===== src/rtl/defuse_controller_pkg.sv =====
// Shared state encoding for the defuse game referee and the status display decoder.
package defuse_controller_pkg;

    localparam int STATE_W = 3;

    typedef enum logic [STATE_W-1:0] {
        ST_IDLE     = 3'd0,
        ST_ARMED    = 3'd1,
        ST_CHECK    = 3'd2,
        ST_LOCKOUT  = 3'd3,
        ST_WON      = 3'd4,
        ST_EXPLODED = 3'd5
    } state_t;

    function automatic logic is_active(input state_t st);
        return (st == ST_ARMED) || (st == ST_CHECK) || (st == ST_LOCKOUT);
    endfunction

endpackage


===== src/rtl/defuse_controller_rise_edge_detect.sv =====
// Rising-edge detector: one-clock pulse on the first cycle a level input goes high.
module rise_edge_detect (
    input  logic clk,
    input  logic reset_n,
    input  logic d,
    output logic pulse
);

    logic d_q_r;

    // Delay the input by one clock
    always_ff @(posedge clk or negedge reset_n) begin
        if (!reset_n) begin
            d_q_r <= 1'b0;
        end else begin
            d_q_r <= d;
        end
    end

    assign pulse = d & ~d_q_r;

endmodule


===== src/rtl/defuse_controller.sv =====
// Defuse game referee: arms on pin configuration, judges tries, counts strikes, runs lockout.
module defuse_controller
    import defuse_controller_pkg::*;
#(
    parameter int A_W         = 4,
    parameter int B_W         = 3,
    parameter int MAX_STRIKES = 3,
    parameter int STRIKE_W    = 2,
    parameter int LOCKOUT_S   = 2
) (
    input  logic                clk,
    input  logic                reset_n,
    input  logic                tick_1s,
    input  logic                pins_valid,
    input  logic [A_W-1:0]      a_pin,
    input  logic [B_W-1:0]      b_pin,
    input  logic [A_W-1:0]      guess_a,
    input  logic [B_W-1:0]      guess_b,
    input  logic                try_btn,
    input  logic                time_over,
    output logic                armed,
    output logic                lockout,
    output logic [STRIKE_W-1:0] strikes,
    output logic                game_won,
    output logic                exploded,
    output logic [2:0]          status
);

    localparam int CNT_W = $clog2(LOCKOUT_S + 1);

    state_t                 state_r, state_next_s;
    logic [STRIKE_W-1:0]    strikes_r, strikes_next_s, strikes_inc_s;
    logic [CNT_W-1:0]       count_r, count_next_s;
    logic [A_W+B_W-1:0]     guess_r;
    logic                   latch_en_s;
    logic                   try_edge_s;

    rise_edge_detect u_try_edge (
        .clk     (clk),
        .reset_n (reset_n),
        .d       (try_btn),
        .pulse   (try_edge_s)
    );

    assign strikes_inc_s = strikes_r + STRIKE_W'(1);

    // Next-state, strike and lockout-count decisions
    always_comb begin
        state_next_s   = state_r;
        strikes_next_s = strikes_r;
        count_next_s   = count_r;
        latch_en_s     = 1'b0;
        if (!pins_valid && (state_r != ST_IDLE)) begin
            state_next_s   = ST_IDLE;
            strikes_next_s = '0;
            count_next_s   = '0;
        end else begin
            case (state_r)
                ST_IDLE: begin
                    if (pins_valid) begin
                        state_next_s   = ST_ARMED;
                        strikes_next_s = '0;
                    end else begin
                        state_next_s = ST_IDLE;
                    end
                end
                ST_ARMED: begin
                    if (time_over) begin
                        state_next_s = ST_EXPLODED;
                    end else if (try_edge_s) begin
                        state_next_s = ST_CHECK;
                        latch_en_s   = 1'b1;
                    end else begin
                        state_next_s = ST_ARMED;
                    end
                end
                ST_CHECK: begin
                    if (guess_r == {a_pin, b_pin}) begin
                        state_next_s = ST_WON;
                    end else begin
                        strikes_next_s = strikes_inc_s;
                        count_next_s   = CNT_W'(LOCKOUT_S);
                        if (strikes_inc_s == STRIKE_W'(MAX_STRIKES)) begin
                            state_next_s = ST_EXPLODED;
                        end else begin
                            state_next_s = ST_LOCKOUT;
                        end
                    end
                end
                ST_LOCKOUT: begin
                    // Tries are deliberately dropped here, not remembered for later
                    if (time_over) begin
                        state_next_s = ST_EXPLODED;
                    end else if (tick_1s && (count_r != '0)) begin
                        count_next_s = count_r - CNT_W'(1);
                        if (count_r == CNT_W'(1)) begin
                            state_next_s = ST_ARMED;
                        end else begin
                            state_next_s = ST_LOCKOUT;
                        end
                    end else begin
                        state_next_s = ST_LOCKOUT;
                    end
                end
                ST_WON:      state_next_s = ST_WON;
                ST_EXPLODED: state_next_s = ST_EXPLODED;
                default:     state_next_s = ST_IDLE;
            endcase
        end
    end

    // State, counters and guess latch
    always_ff @(posedge clk or negedge reset_n) begin
        if (!reset_n) begin
            state_r   <= ST_IDLE;
            strikes_r <= '0;
            count_r   <= '0;
            guess_r   <= '0;
        end else begin
            state_r   <= state_next_s;
            strikes_r <= strikes_next_s;
            count_r   <= count_next_s;
            if (latch_en_s) begin
                guess_r <= {guess_a, guess_b};
            end
        end
    end

    // Output flops decoded from the next state so they line up with state_r
    always_ff @(posedge clk or negedge reset_n) begin
        if (!reset_n) begin
            armed    <= 1'b0;
            lockout  <= 1'b0;
            game_won <= 1'b0;
            exploded <= 1'b0;
            status   <= 3'd0;
        end else begin
            armed    <= is_active(state_next_s);
            lockout  <= (state_next_s == ST_LOCKOUT);
            game_won <= (state_next_s == ST_WON);
            exploded <= (state_next_s == ST_EXPLODED);
            status   <= state_next_s;
        end
    end

    assign strikes = strikes_r;

endmodule


===== config.mk =====
export PLATFORM = sky130hd
export DESIGN_NAME = defuse_controller
export DESIGN_NICKNAME = d
export VERILOG_FILES = /design/src/rtl/defuse_controller_pkg.sv /design/src/rtl/defuse_controller_rise_edge_detect.sv /design/src/rtl/defuse_controller.sv
export SDC_FILE = /design/constraint.sdc
export NUM_CORES = 1
export LEC_CHECK = 0
export CORE_MARGIN = 4
export CORE_UTILIZATION = 50
export CTS_CLUSTER_SIZE = 28
export DETAILED_ROUTE_END_ITERATION = 16
export PLACE_DENSITY = 0.84
export SYNTH_ARGS = -nofsm -noshare
export SYNTH_HDL_FRONTEND = slang
export SYNTH_SLANG_ARGS = --single-unit

===== constraint.sdc =====
create_clock -name clk -period 2.5 [get_ports clk]
set_clock_uncertainty 0.05 [all_clocks]
set_input_delay 0.5 -clock clk [delete_from_list [all_inputs] [get_ports clk]]
set_output_delay 0.5 -clock clk [all_outputs]
set_load 0.005 [all_outputs]

# Yosys cells after proc, flatten, opt, wreduce, memory -nomap -nowiden
# Cells that the tools add are included.
[totals] register_bits=19
[classes] n_addsub=2 n_eq_ne=17 mux=23 bitwise=2 reduce_logical=12
[op_table] cell="2-bit two-way mux" n=9
[op_table] cell="3-bit two-way mux" n=6
[op_table] cell="3-bit case mux with 6 select lines" n=1
[op_table] cell="3-bit by 2-bit equality test with 1-bit output (second input constant)" n=4
[op_table] cell="3-bit equality test (second input constant)" n=4
[op_table] cell="3-bit inequality test (second input constant)" n=4
[op_table] cell="3-bit nonzero test" n=3
[op_table] cell="2-bit case mux with 2 select lines" n=2
[op_table] cell="7-bit equality test" n=1
[op_table] cell="3-bit by 1-bit equality test with 1-bit output (second input constant)" n=2
[op_table] cell="1-bit two-way mux" n=5
[op_table] cell="4-bit AND reduction" n=1
[op_table] cell="3-bit logical NOT" n=1
[op_table] cell="3-bit AND reduction" n=1
[op_table] cell="2-bit by 1-bit adder with 2-bit output (second input constant)" n=1
[op_table] cell="2-bit by 1-bit equality test with 1-bit output (second input constant)" n=1
[op_table] cell="2-bit equality test (second input constant)" n=1
[op_table] cell="1-bit logical AND" n=2
[op_table] cell="1-bit logical OR" n=2
[op_table] cell="2-bit nonzero test" n=1
[op_table] cell="2-bit by 1-bit subtractor with 2-bit output (second input constant)" n=1
[op_table] cell="1-bit bitwise AND" n=1
[op_table] cell="1-bit logical NOT" n=1
[op_table] cell="1-bit NOT" n=1

# Longest topological paths before layout
[logic_depth] depth_word=9 ltp_mapped=6 ltp_nobuf=6

# Hierarchy
# From an unflattened synthesis, not the netlist that was laid out.
[unflattened] cells_unflattened=100 hier_area_um2=1042.2
[by_module_without_submodules] module="defuse_controller" instances=1 cells_per_inst=98 area_per_inst_um2=1003.5 seq_area_each_um2=450.4
[by_module_without_submodules] module="rise_edge_detect" instances=1 cells_per_inst=2 area_per_inst_um2=38.8 seq_area_each_um2=25.0

# Worst setup path after synthesis
# No wires, ideal clock.
[synth_timing] path_kind="input to register" start="input port b_pin[1]" end="register status[2]" setup_time_ns=0.078 arrival_ns=1.481 t_required_ns=2.372 setup_slack_ns=0.891 path_stages=4 path_buffers=0 cell_sequence="xnor2_1 -> nand4_2 -> or4_1 -> a21oi_1"
[synth_via] elab_chain_cells=4
[synth_lines] item="start: declaration" line="defuse_controller.sv:16" source="input logic [B_W-1:0] b_pin,"
[synth_lines] item="7-bit equality test" line="defuse_controller.sv:78" source="if (guess_r == {a_pin, b_pin}) begin"
[synth_lines] item="3-bit two-way mux" line="defuse_controller.sv:78"
[synth_lines] item="3-bit case mux with 6 select lines" line="defuse_controller.sv:58" source="case (state_r)"
[synth_lines] item="3-bit two-way mux" line="defuse_controller.sv:53" source="if (!pins_valid && (state_r != ST_IDLE)) begin"
[synth_lines] item="via state_next_s[2]" line="defuse_controller.sv:31" source="state_t state_r, state_next_s;"
[synth_lines] item="end signal: assignment" line="defuse_controller.sv:142" source="status <= state_next_s;"
[synth_lines] item="end: declaration" line="defuse_controller.sv:26" source="output logic [2:0] status"
# The timed path passes the listed nets, and every way through them passes these cells.
# A chain may end at the register's enable or synchronous reset.

# Worst setup path after layout
[layout_timing] start="register status[0]" end="output port status[0]"
# No word-level cell between the ends.

==> qor.yml <==
worst_setup_path:
  max_stage_delay_ns: 0.63
  crit_arrival_ns: 1.52
  endpoint: "status[0]"
  worstSetupEndpointType: "output pin"
  cp-start-kind: "flip-flop"
  crit_buf_inv: 1
  critPathMaxFanout: 16
  crit_required_ns: 1.95
  crit_type: "flip-flop to output pin"
  worstRegToRegCells: 6
  crit_chain: "clkdlybuf4s50_1"
  path_delay_family: "flip-flops"
  cp.depth: 1
  worst_r2r_endpoint: "count_r[0]$_DFFE_PN0P_"
  cp_slowest_cell: "dfrtp_1"
  r2r-start: "count_r[0]$_DFFE_PN0P_"
  r2r_setup_slack_ns: 0.59
  startpoint: "status[0]$_DFF_PN0_"
clock_network:
  cts_buffers: 3
  cts_buffer_depth: 2
  htree_levels: 1
  post_cts_resized: 0
  root_buffer: "clkbuf_4"
  cts_setup_buffers: 0
  clk_pin_slew_ns: 0.11
  clock-sinks: 19
  clk_latency_ns: 0.30
  holdBufCountCts: 0
  cts_tree: "built"
power_and_ir_drop:
  power.density_mw_per_mm2: 784
  peakVddDrop_uv: 494
  p_leak_nw: 0.588
  p_total_mw: 1.13
sta:
  fin_crit_ns: 2.07
  tns_ns: 0
  fmax_ghz: 0.484
  setup_viol: 0
  relSlewSlack_pct: 69.6
  fin_crit_sh_pct: 82.7
  rsz0062_at_grt: "no"
  tightest_slew_ns: 0.457
  slew_viol_final: 0
  finalHoldViolations: 0
  setup_ws_ns: 0.433
synthesis:
  synth_area_leaders: "dfrtp_1, mux2_2, xnor2_1, a21oi_1, ha_1"
  yosysTopAreaCellShare_pct: 42.8
  ys_ff_latch: 19
  ys.flop_type: "dfrtp_1"
  ys_warn_count: 0
  netlist_area_mm2: 0.00111
  syn_area_per_cell_um2: 10.2
  ys_seq_area_share_pct: 42.8
  syn_inst: 109
  synth_edf_count: 0
  yosysTopAreaCell: "dfrtp_1"
  synth_cell_types: 42
  synth_fp_nets: 132
  synthArstFlopShare_pct: 100
hold_path:
  worst_hold_path_type: "primary input to asynchronous set/reset pin"
cells_and_area:
  postLayoutCellArea_mm2: 0.00144
  drive_above_1_share_pct: 11.6
  layout_common_cells: "clkdlybuf4s50_1, dfrtp_1, a21oi_1"
  syn_to_final_growth_pct: 29.7
  nNetsFinal: 162
  final_core_util_pct: 70.5
  final_common_cell: "clkdlybuf4s50_1"
  num_antenna_cells: 0
die:
  io_pins: 29
  core_area_mm2: 0.00204
  die_y_um: 55.1
  initial_core_util_pct: 54.4
  dieArea_mm2: 0.00304
  die_width_um: 55.1
  core.rowCount: 16
drt:
  antenna_left: 0
  drt_iter0_markers: 29
  num_vias: 989
  vias_per_cell: 5.99
  drc: 0
  dr.pass1.iters: 4
  routed_wirelength_um: 2620
  wire_per_inst_um: 15.8
global_routing:
  overflow: 0
  grt_pass1_vias: 962
  grtUsageTotal_pct: 20.0
  grt_pass1_wl_um: 4170
  antenna_found_initial: 0
  grt_max_degree: 20
placed_design:
  io_buffers: 28
  hpwl_um: 1990
  pre_cts_ws_ns: 0.219
  globalplace.congestion: 0.849
  place_area_mm2: 0.00141
job:
  drv_cap: 0
status:
  status: "finished clean"
[routing by layer]
metal	up-vias	global-route usage, %	wire length, um
met4	0	13.8	129
met5	-	0	0
met3	15	2.68	171
li1	463	-	-
met1	464	22.3	1020
met2	47	34.8	1290
[Yosys cell counts (2+ instances only)]
| cell | n |
|---|---|
| a31oi_1 | 2 |
| ha_1 | 3 |
| or2_1 | 2 |
| a221oi_1 | 2 |
| o211ai_1 | 3 |
| dfrtp_1 | 19 |
| nand3_1 | 4 |
| nor2b_1 | 3 |
| clkbuf_1 | 3 |
| mux2_2 | 7 |
| o31ai_1 | 2 |
| nand4_1 | 2 |
| nor3b_1 | 2 |
| inv_1 | 7 |
| o21ai_0 | 2 |
| o21bai_1 | 2 |
| a21oi_1 | 8 |
| or4_1 | 2 |
| nor2_1 | 4 |
| nand2_1 | 2 |
| xnor2_1 | 7 |
[sequential cells by signal, summed over array words and instances, names as in the netlist]
signal	count
armed	1
exploded	1
u_try_edge.d_q_r	1
strikes	2
guess_r	7
lockout	1
game_won	1
status	3
count_r	2
[stage by stage]
step                      hold slack [ns]  instances
after floorplan                     0.154        109
after global placement              0.459        161
after detailed placement            0.466        161
after CTS                           0.468        165
after global routing                0.481        165
final                               0.462        165
[cell families after synthesis]
group / synth area share (%)
AO/OA/AOI/OAI: 17.2
XOR/XNOR: 5.52
adder cells (fa/ha/maj): 3.38
buffers and inverters: 4.85
flip-flops: 42.8
multiplexers: 8.00
AND/OR/NAND/NOR: 18.2
[worst min-delay path by stage]
stage / start / endpoint / slack (ns) / depth (start not counted)
finish: reset_n / u_try_edge.d_q_r$_DFF_PN0_ / 0.46 / 2
global route: reset_n / u_try_edge.d_q_r$_DFF_PN0_ / 0.48 / 2
CTS: reset_n / u_try_edge.d_q_r$_DFF_PN0_ / 0.47 / 2
detailed placement: guess_r[1]$_DFFE_PN0P_ / guess_r[1]$_DFFE_PN0P_ / 0.47 / 1
global placement: guess_r[3]$_DFFE_PN0P_ / guess_r[3]$_DFFE_PN0P_ / 0.46 / 1
floorplan: reset_n / armed$_DFF_PN0_ / 0.15 / 0
[power by group]
part / internal [mW] / switching [mW] / total [mW]
Clock: 0.0597 / 0.0964 / 0.156
Sequential: 0.402 / 0.100 / 0.502
Combinational: 0.255 / 0.215 / 0.470
Total: 0.716 / 0.412 / 1.13
[final cells by class]
class                   instances  area (um2)
clock buffers                   3        22.5
clock inverters                 1        5.00
fillers                       169         603
inverters                       7        26.3
multi-input cells              78         581
flip-flops and latches         19         475
well taps                      27        33.8
repair buffers                 30         295
(Power assumes the default switching activity.)
